File: config.mk
export PLATFORM = sky130hd
export DESIGN_NAME = fetch_hazard_ctrl_flat
export DESIGN_NICKNAME = d
export VERILOG_FILES = /design/src/rtl/fetch_hazard_ctrl_if.sv /design/src/rtl/fetch_hazard_ctrl.sv /design/src/flat_wrapper.sv
export SDC_FILE = /design/constraint.sdc
export NUM_CORES = 1
export LEC_CHECK = 0
export BUFFER_PORTS_ARGS = -buffer_cell sky130_fd_sc_hd__buf_2
export CAP_MARGIN = 20
export CORE_UTILIZATION = 55
export DETAILED_ROUTE_END_ITERATION = 16
export GPL_ROUTABILITY_DRIVEN = 0
export PLACE_DENSITY = 0.89
export SETUP_SLACK_MARGIN = 0.3
export SLEW_MARGIN = 20
export SYNTH_ARGS = -nofsm -noshare
export SYNTH_HDL_FRONTEND = slang
export SYNTH_SLANG_ARGS = --single-unit
File: constraint.sdc
create_clock -name I_CLOCK -period 7.3 [get_ports I_CLOCK]
set_input_delay 0.365 -clock I_CLOCK [delete_from_list [all_inputs] [get_ports I_CLOCK]]
set_output_delay 0.365 -clock I_CLOCK [all_outputs]
set_load 0.05 [all_outputs]
File: src/rtl/fetch_hazard_ctrl_if.sv
// Bundle between the stall/redirect controller and the pipeline stages.
// The pipeline side (decode, writeback and memory status in, Fetch controls out) is the master.
// The controller is the slave.
interface fetch_hazard_ctrl_if #(
  parameter int REG_IDX_W = 4,
  parameter int PC_W      = 16
);
  // Decode stage status
  logic                 I_DecValid;
  logic                 I_Src1Valid;
  logic [REG_IDX_W-1:0] I_Src1;
  logic                 I_Src2Valid;
  logic [REG_IDX_W-1:0] I_Src2;
  logic                 I_DestValid;
  logic [REG_IDX_W-1:0] I_Dest;
  logic                 I_IsBranch;
  // Writeback retirement
  logic                 I_WbValid;
  logic [REG_IDX_W-1:0] I_WbDest;
  // Memory-stage branch resolution
  logic                 I_BrResolved;
  logic                 I_BrTaken;
  logic [PC_W-1:0]      I_BrTarget;
  // Controls towards Fetch
  logic                 O_DepStallSignal;
  logic                 O_BranchStallSignal;
  logic                 O_BranchAddrSelect;
  logic [PC_W-1:0]      O_BranchPC;
  logic                 O_BrTimeout;

  modport master (
    output I_DecValid, I_Src1Valid, I_Src1, I_Src2Valid, I_Src2,
    output I_DestValid, I_Dest, I_IsBranch,
    output I_WbValid, I_WbDest,
    output I_BrResolved, I_BrTaken, I_BrTarget,
    input  O_DepStallSignal, O_BranchStallSignal, O_BranchAddrSelect,
    input  O_BranchPC, O_BrTimeout
  );

  modport slave (
    input  I_DecValid, I_Src1Valid, I_Src1, I_Src2Valid, I_Src2,
    input  I_DestValid, I_Dest, I_IsBranch,
    input  I_WbValid, I_WbDest,
    input  I_BrResolved, I_BrTaken, I_BrTarget,
    output O_DepStallSignal, O_BranchStallSignal, O_BranchAddrSelect,
    output O_BranchPC, O_BrTimeout
  );
endinterface

File: src/rtl/fetch_hazard_ctrl.sv
// Central stall/redirect controller for the 5-stage pipeline.
// It keeps a scoreboard with one pending-write counter per register, and a three-state
// branch FSM (IDLE / BR_WAIT / REDIRECT). The FSM outputs are registered on posedge I_CLOCK,
// so Fetch sees stable values when it samples on negedge.
// Optional build macro WB_BYPASS_EN: a source operand that is being written back in the same
// cycle (its last pending write) does not stall, because writeback forwards the value.
module fetch_hazard_ctrl #(
  parameter int NUM_REGS   = 16,
  parameter int REG_IDX_W  = 4,
  parameter int CNT_W      = 2,
  parameter int PC_W       = 16,
  parameter int BR_TIMEOUT = 64
) (
  input  logic              I_CLOCK,
  input  logic              I_RESET,
  fetch_hazard_ctrl_if.slave hazBus
);

  localparam int TMR_W = $clog2(BR_TIMEOUT + 1);
  localparam logic [CNT_W-1:0] CNT_ZERO = {CNT_W{1'b0}};
  localparam logic [CNT_W-1:0] CNT_ONE  = {{(CNT_W-1){1'b0}}, 1'b1};
  localparam logic [CNT_W-1:0] CNT_MAX  = {CNT_W{1'b1}};
  localparam logic [TMR_W-1:0] TMR_ZERO = {TMR_W{1'b0}};
  localparam logic [TMR_W-1:0] TMR_ONE  = {{(TMR_W-1){1'b0}}, 1'b1};
  localparam logic [TMR_W-1:0] TMR_LIM  = TMR_W'(BR_TIMEOUT);
  localparam logic [TMR_W-1:0] TMR_LAST = TMR_W'(BR_TIMEOUT - 1);

  typedef enum logic [1:0] {
    IDLE     = 2'd0,
    BR_WAIT  = 2'd1,
    REDIRECT = 2'd2
  } brState_t;

  // Scoreboard: outstanding writes per architectural register
  logic [CNT_W-1:0]    pendCnt [NUM_REGS];
  logic [NUM_REGS-1:0] incVec;
  logic [NUM_REGS-1:0] decVec;

  // Hazard / issue decision
  logic src1Busy;
  logic src2Busy;
  logic destFull;
  logic haz;
  logic issue;
  logic depStall;

  // Branch FSM and its registered outputs
  brState_t         brState;
  brState_t         brNext;
  logic [TMR_W-1:0] tmr;
  logic [TMR_W-1:0] tmrNext;
  logic             branchStall;
  logic             branchStallNext;
  logic             addrSelect;
  logic             addrSelectNext;
  logic [PC_W-1:0]  branchPc;
  logic [PC_W-1:0]  branchPcNext;
  logic             brTimeout;
  logic             brTimeoutNext;

  // Operand readiness against the scoreboard; writeback forwarding clears the last pending write
  always_comb begin
    src1Busy = 1'b0;
    src2Busy = 1'b0;
    destFull = 1'b0;
    if (hazBus.I_Src1Valid && (pendCnt[hazBus.I_Src1] != CNT_ZERO)) begin
`ifdef WB_BYPASS_EN
      if (hazBus.I_WbValid && (hazBus.I_WbDest == hazBus.I_Src1) &&
          (pendCnt[hazBus.I_Src1] == CNT_ONE)) begin
        src1Busy = 1'b0;
      end else begin
        src1Busy = 1'b1;
      end
`else
      src1Busy = 1'b1;
`endif
    end else begin
      src1Busy = 1'b0;
    end
    if (hazBus.I_Src2Valid && (pendCnt[hazBus.I_Src2] != CNT_ZERO)) begin
`ifdef WB_BYPASS_EN
      if (hazBus.I_WbValid && (hazBus.I_WbDest == hazBus.I_Src2) &&
          (pendCnt[hazBus.I_Src2] == CNT_ONE)) begin
        src2Busy = 1'b0;
      end else begin
        src2Busy = 1'b1;
      end
`else
      src2Busy = 1'b1;
`endif
    end else begin
      src2Busy = 1'b0;
    end
    // A saturated destination counter cannot take another pending write
    if (hazBus.I_DestValid && (pendCnt[hazBus.I_Dest] == CNT_MAX)) begin
      destFull = 1'b1;
    end else begin
      destFull = 1'b0;
    end
  end

  // Stall/issue decision; decode is only consumed while the FSM is IDLE
  always_comb begin
    haz      = hazBus.I_DecValid & (src1Busy | src2Busy | destFull);
    depStall = 1'b0;
    issue    = 1'b0;
    if (brState == IDLE) begin
      depStall = haz;
      issue    = hazBus.I_DecValid & ~haz;
    end else begin
      depStall = 1'b0;
      issue    = 1'b0;
    end
  end

  // Per-register increment/decrement requests; a writeback to an empty counter is dropped
  always_comb begin
    incVec = {NUM_REGS{1'b0}};
    decVec = {NUM_REGS{1'b0}};
    for (int i = 0; i < NUM_REGS; i++) begin
      incVec[i] = issue & hazBus.I_DestValid & (hazBus.I_Dest == REG_IDX_W'(i));
      decVec[i] = hazBus.I_WbValid & (hazBus.I_WbDest == REG_IDX_W'(i)) &
                  (pendCnt[i] != CNT_ZERO);
    end
  end

  // Scoreboard counters; a simultaneous increment and decrement cancel out
  always_ff @(posedge I_CLOCK) begin
    if (I_RESET) begin
      for (int i = 0; i < NUM_REGS; i++) begin
        pendCnt[i] <= CNT_ZERO;
      end
    end else begin
      for (int i = 0; i < NUM_REGS; i++) begin
        if (incVec[i] && !decVec[i]) begin
          pendCnt[i] <= pendCnt[i] + CNT_ONE;
        end else if (decVec[i] && !incVec[i]) begin
          pendCnt[i] <= pendCnt[i] - CNT_ONE;
        end else begin
          pendCnt[i] <= pendCnt[i];
        end
      end
    end
  end

  // Branch FSM state register
  always_ff @(posedge I_CLOCK) begin
    if (I_RESET) begin
      brState <= IDLE;
    end else begin
      brState <= brNext;
    end
  end

  // Branch FSM next-state logic
  always_comb begin
    brNext = brState;
    case (brState)
      IDLE: begin
        if (issue && hazBus.I_IsBranch) begin
          brNext = BR_WAIT;
        end else begin
          brNext = IDLE;
        end
      end
      BR_WAIT: begin
        if (hazBus.I_BrResolved) begin
          if (hazBus.I_BrTaken) begin
            brNext = REDIRECT;
          end else begin
            brNext = IDLE;
          end
        end else begin
          brNext = BR_WAIT;
        end
      end
      REDIRECT: begin
        brNext = IDLE;
      end
      default: begin
        brNext = IDLE;
      end
    endcase
  end

  // Branch FSM output logic: next values of the registered Fetch controls and the wait timer
  always_comb begin
    branchStallNext = (brNext == BR_WAIT);
    addrSelectNext  = (brNext == REDIRECT);
    branchPcNext    = branchPc;
    tmrNext         = TMR_ZERO;
    brTimeoutNext   = brTimeout;
    case (brState)
      BR_WAIT: begin
        if (hazBus.I_BrResolved && hazBus.I_BrTaken) begin
          branchPcNext = hazBus.I_BrTarget;
        end else begin
          branchPcNext = branchPc;
        end
        // Timer counts BR_WAIT cycles and saturates at the limit
        if (brNext == BR_WAIT) begin
          if (tmr != TMR_LIM) begin
            tmrNext = tmr + TMR_ONE;
          end else begin
            tmrNext = tmr;
          end
        end else begin
          tmrNext = TMR_ZERO;
        end
        if (tmr == TMR_LAST) begin
          brTimeoutNext = 1'b1;
        end else begin
          brTimeoutNext = brTimeout;
        end
      end
      default: begin
        branchPcNext  = branchPc;
        tmrNext       = TMR_ZERO;
        brTimeoutNext = brTimeout;
      end
    endcase
  end

  // Registered Fetch controls and the wait timer
  always_ff @(posedge I_CLOCK) begin
    if (I_RESET) begin
      branchStall <= 1'b0;
      addrSelect  <= 1'b0;
      branchPc    <= {PC_W{1'b0}};
      brTimeout   <= 1'b0;
      tmr         <= TMR_ZERO;
    end else begin
      branchStall <= branchStallNext;
      addrSelect  <= addrSelectNext;
      branchPc    <= branchPcNext;
      brTimeout   <= brTimeoutNext;
      tmr         <= tmrNext;
    end
  end

  assign hazBus.O_DepStallSignal    = depStall;
  assign hazBus.O_BranchStallSignal = branchStall;
  assign hazBus.O_BranchAddrSelect  = addrSelect;
  assign hazBus.O_BranchPC          = branchPc;
  assign hazBus.O_BrTimeout         = brTimeout;

endmodule

File: src/flat_wrapper.sv
// flat-port wrapper written by rule: the top's interface ports become plain ports
module fetch_hazard_ctrl_flat 
#(
  parameter int NUM_REGS   = 16,
  parameter int REG_IDX_W  = 4,
  parameter int CNT_W      = 2,
  parameter int PC_W       = 16,
  parameter int BR_TIMEOUT = 64
)
  (I_CLOCK, I_RESET, hazBus_I_DecValid, hazBus_I_Src1Valid, hazBus_I_Src1, hazBus_I_Src2Valid, hazBus_I_Src2, hazBus_I_DestValid, hazBus_I_Dest, hazBus_I_IsBranch, hazBus_I_WbValid, hazBus_I_WbDest, hazBus_I_BrResolved, hazBus_I_BrTaken, hazBus_I_BrTarget, hazBus_O_DepStallSignal, hazBus_O_BranchStallSignal, hazBus_O_BranchAddrSelect, hazBus_O_BranchPC, hazBus_O_BrTimeout);
  fetch_hazard_ctrl_if #(.REG_IDX_W(REG_IDX_W), .PC_W(PC_W)) hazBus_i ();
  input  logic I_CLOCK;
  input  logic I_RESET;
  input wire logic [$bits(hazBus_i.I_DecValid)-1:0] hazBus_I_DecValid;
  input wire logic [$bits(hazBus_i.I_Src1Valid)-1:0] hazBus_I_Src1Valid;
  input wire logic [$bits(hazBus_i.I_Src1)-1:0] hazBus_I_Src1;
  input wire logic [$bits(hazBus_i.I_Src2Valid)-1:0] hazBus_I_Src2Valid;
  input wire logic [$bits(hazBus_i.I_Src2)-1:0] hazBus_I_Src2;
  input wire logic [$bits(hazBus_i.I_DestValid)-1:0] hazBus_I_DestValid;
  input wire logic [$bits(hazBus_i.I_Dest)-1:0] hazBus_I_Dest;
  input wire logic [$bits(hazBus_i.I_IsBranch)-1:0] hazBus_I_IsBranch;
  input wire logic [$bits(hazBus_i.I_WbValid)-1:0] hazBus_I_WbValid;
  input wire logic [$bits(hazBus_i.I_WbDest)-1:0] hazBus_I_WbDest;
  input wire logic [$bits(hazBus_i.I_BrResolved)-1:0] hazBus_I_BrResolved;
  input wire logic [$bits(hazBus_i.I_BrTaken)-1:0] hazBus_I_BrTaken;
  input wire logic [$bits(hazBus_i.I_BrTarget)-1:0] hazBus_I_BrTarget;
  output wire logic [$bits(hazBus_i.O_DepStallSignal)-1:0] hazBus_O_DepStallSignal;
  output wire logic [$bits(hazBus_i.O_BranchStallSignal)-1:0] hazBus_O_BranchStallSignal;
  output wire logic [$bits(hazBus_i.O_BranchAddrSelect)-1:0] hazBus_O_BranchAddrSelect;
  output wire logic [$bits(hazBus_i.O_BranchPC)-1:0] hazBus_O_BranchPC;
  output wire logic [$bits(hazBus_i.O_BrTimeout)-1:0] hazBus_O_BrTimeout;
  assign hazBus_i.I_DecValid = hazBus_I_DecValid;
  assign hazBus_i.I_Src1Valid = hazBus_I_Src1Valid;
  assign hazBus_i.I_Src1 = hazBus_I_Src1;
  assign hazBus_i.I_Src2Valid = hazBus_I_Src2Valid;
  assign hazBus_i.I_Src2 = hazBus_I_Src2;
  assign hazBus_i.I_DestValid = hazBus_I_DestValid;
  assign hazBus_i.I_Dest = hazBus_I_Dest;
  assign hazBus_i.I_IsBranch = hazBus_I_IsBranch;
  assign hazBus_i.I_WbValid = hazBus_I_WbValid;
  assign hazBus_i.I_WbDest = hazBus_I_WbDest;
  assign hazBus_i.I_BrResolved = hazBus_I_BrResolved;
  assign hazBus_i.I_BrTaken = hazBus_I_BrTaken;
  assign hazBus_i.I_BrTarget = hazBus_I_BrTarget;
  assign hazBus_O_DepStallSignal = hazBus_i.O_DepStallSignal;
  assign hazBus_O_BranchStallSignal = hazBus_i.O_BranchStallSignal;
  assign hazBus_O_BranchAddrSelect = hazBus_i.O_BranchAddrSelect;
  assign hazBus_O_BranchPC = hazBus_i.O_BranchPC;
  assign hazBus_O_BrTimeout = hazBus_i.O_BrTimeout;
  fetch_hazard_ctrl #(.NUM_REGS(NUM_REGS), .REG_IDX_W(REG_IDX_W), .CNT_W(CNT_W), .PC_W(PC_W), .BR_TIMEOUT(BR_TIMEOUT)) u_core (.I_CLOCK(I_CLOCK), .I_RESET(I_RESET), .hazBus(hazBus_i));
endmodule
==> results.txt <==
DIE AREA - 8280 µm²
crit path launch type - flop
top-count cell post-synth - nor2_1
multi-input logic area - 2610 µm²
met3 wire len - 1100 µm
FFs w/ async S/R, synth - 0%
Worst-Skew Late Latency - 0.35 ns
Ys Warns - 0
fin crit share - 46.1%
VDD IR max - 169 µV
Sequential Power Share - 42.5%
core area - 7690 µm²
n_diodes - 0
setup TNS - 0 ns
Mean Syn Cell Area - 8.73 µm²
Routed WL per cell - 16.3 µm
share of the synthesized area in the top cell type - 22.1%
total power - 928 µW
top sig layer - met4
syn_nets - 576
Max Cap Violations - 0
Clk pin slew, worst setup/hold paths - 0.07 ns
Synth Register Bits - 60
largest net degree at the start of global routing - 55
DR vias - 4,057
setup bufs post-CTS - 0
CP most frequent cell - nor2_1
CTS buffer count - 9
Detail Route Antenna Nets - 0
cell area after synthesis - 4360 µm²
CTS Hold Bufs - 0
layout cells sized above 1 - 17.8%
max-slew violations - 0
WP data arrival - 3.43 ns
max frequency - 297 MHz
# resized after CTS - 0
FF-to-FF End - u_core.pendCnt[6][1]
min cycle time layout - 3.36 ns
Post-Route M1 WL - 4250 µm
P_int - 671 µW
setup ws final - 3.94 ns
Post-Syn Instances - 499
number of flops mapped to enable cells by yosys - 32
Crit path max-delay family - compound AO/OA/AOI/OAI gates
drt first pass iters - 5
library cells used by synthesis - 44
RSZ-0062 raised after global routing - false
Rel. slew slack - 32.8%
worst slew pin tran - 1.01 ns
post-synthesis sequential area ratio - 34.9%
DRC violations left - 0
Initial Utilization - 56.7%
dpl hpwl - 7530 µm
clock tree buffer depth - 2
CP max-delay cell - a221oi_4
dpl cells - 636
Hold Path Stages - 3
Reg area - 1520 µm²
Final Hold Vio Count - 0
status - finished, final reports clean
Setup WS pre-CTS - 3.45 ns
pwr dens - 188 nW/µm²
final setup vio count - 0
net count reported at finish - 623
CTS tree - built
metal2 WL - 4990 µm
Clock Tree Root - clkbuf_8
DR iter-0 viols - 258
Rows - 32
Hold Crit Class - input pin to flop
number of global-route vias before repair - 3,906
Clock power frac - 41.2%
Sw Share - 27.7%
R2R depth - 12
Area growth syn-to-layout - 13.4%
commonest cells in the synthesized netlist - 85 x nor2_1, 42 x nor3_1, 39 x nand2_1
post-route insts no fill - 653
chip width - 91.0 µm
Routed WL - 10,600 µm
GRT Resource Usage Total - 26.8%
hold path startpoint - hazBus_I_BrTarget[7]
Critical Path RT - 7.37 ns
Max stage delay on crit path - 0.58 ns
port buffer count - 61
CP Max Fanout - 24
first-pass GRT wire length - 17,800 µm
kind of critical path - flop to flop
GRT overflow - 0
CTS H-Tree Depth - 3
fillers - 616
Via-to-Cell Ratio - 6.21
Reg-to-Reg Start - u_core.pendCnt[7][0]
Setup crit end kind - flop
reg-to-reg setup timing slack - 3.94 ns
initial antenna violation count - 0
skew final - 0.00665 ns
Psw - 257 µW
Worst Path Buf+Inv - 1
Hold Path End - u_core.hazBus.O_BranchPC[7]
post-synth top area cell - edfxtp_1
chip height - 91.0 µm
Synth Flop Type - edfxtp_1
Comb power frac - 16.3%
Leakage - 0.00202 µW
I/O pin cnt - 62
clock sink count - 60
critical path cell sequence - nor2_1 > a21oi_1 > a2111oi_0 > a311oi_1 > a221oi_4 > buf_8 > and4_1 > ha_1 > nor2_1 > nor3_1 > a21oi_1 > nor2_1
main area contributors after synthesis - edfxtp_1 22%, dfxtp_1 13%, ha_1 10%
placed cells by master (no fill, tap or decap), types with 3 or more instances in the layout:
master | Yosys | final
nor4b_1 | 3 | 3
nand2b_1 | 7 | 7
nand2_1 | 39 | 39
and4_1 | 16 | 16
or3_1 | 14 | 14
nor2b_1 | 5 | 5
nor2_1 | 85 | 85
dfxtp_1 | 28 | 28
a211oi_1 | 4 | 4
inv_1 | 25 | 25
ha_1 | 35 | 35
a311oi_1 | 3 | 3
o21ai_0 | 20 | 20
edfxtp_1 | 32 | 32
buf_2 | 5 | 61
nand3b_1 | 3 | 3
clkbuf_8 | 0 | 9
a21oi_1 | 29 | 29
nand3_1 | 4 | 4
mux4_2 | 12 | 12
or4_1 | 3 | 3
nand4_1 | 16 | 16
xor2_1 | 8 | 8
nor3_1 | 42 | 42
xnor2_1 | 18 | 18
worst min-delay path, stage by stage:
cell and delay [ns]:
buf_2 0.10, nand2_1 0.04, a21oi_1 0.05
kinds of logic (layout without fill, tap and decap cells):
family	after synthesis	in the layout	synth area share, %
AO/OA/AOI/OAI	68	68	9.65
XOR/XNOR	26	26	5.23
adder cells (fa/ha/maj)	35	35	10.1
buffers and inverters	52	104	5.31
flip-flops	60	60	34.9
multiplexers	14	14	6.69
AND/OR/NAND/NOR	244	244	28.1
area by class of cell:
type	instances	area share, %
inverter	25	1.90
timing repair buffer	63	6.64
multi-input combinational	387	52.8
sequential	60	30.8
clock buffer	11	3.52
clock inverter	5	1.75
tap	102	2.58
power by group through the flow:
stage	registers [µW]	clock network, µW	logic (µW)
global placement	400	0	137
detailed placement	401	0	144
global route	396	397	164
floorplan	398	0	107
finish	395	382	151
CTS	394	387	145
state kept, by name, summed over array words and instances, names as in the netlist:
| register | cells |
|---|---|
| u_core.brState | 2 |
| u_core.hazBus.O_BranchAddrSelect | 1 |
| u_core.pendCnt | 32 |
| u_core.tmr | 7 |
| u_core.hazBus.O_BranchPC | 16 |
| u_core.hazBus.O_BranchStallSignal | 1 |
| u_core.hazBus.O_BrTimeout | 1 |
how the worst max path moves through the flow:
stage          slack, ns                 start               endpoint  cells after the start
5_1_grt             3.81  u_core.pendCnt[7][0]  u_core.pendCnt[13][1]                      9
6_report            3.94  u_core.pendCnt[7][0]   u_core.pendCnt[6][1]                     12
4_1_cts             3.64  u_core.pendCnt[7][0]   u_core.pendCnt[6][1]                     11
3_5_place_dp        3.45      hazBus_I_Dest[1]   u_core.pendCnt[6][1]                     12
2_1_floorplan       4.39      hazBus_I_Dest[1]   u_core.pendCnt[3][0]                     10
3_3_place_gp        3.66      hazBus_I_Dest[0]   u_core.pendCnt[1][1]                     12
through the flow:
stage	instance area, µm²	hold WS (ns)	util, %
6_report	4940	0.243	64.2
5_1_grt	4940	0.234	64.2
4_1_cts	4920	0.225	64.0
3_5_place_dp	4660	0.445	60.7
3_3_place_gp	4660	0.439	60.7
2_1_floorplan	4360	0.466	-
layer usage:
metal  track usage, %  vias up
met5                0        -
met4             10.8        0
met3             7.87       31
met2             44.8      232
met1             32.5     1906
li1                 -     1888
Power figures use the tool's default switching activity.
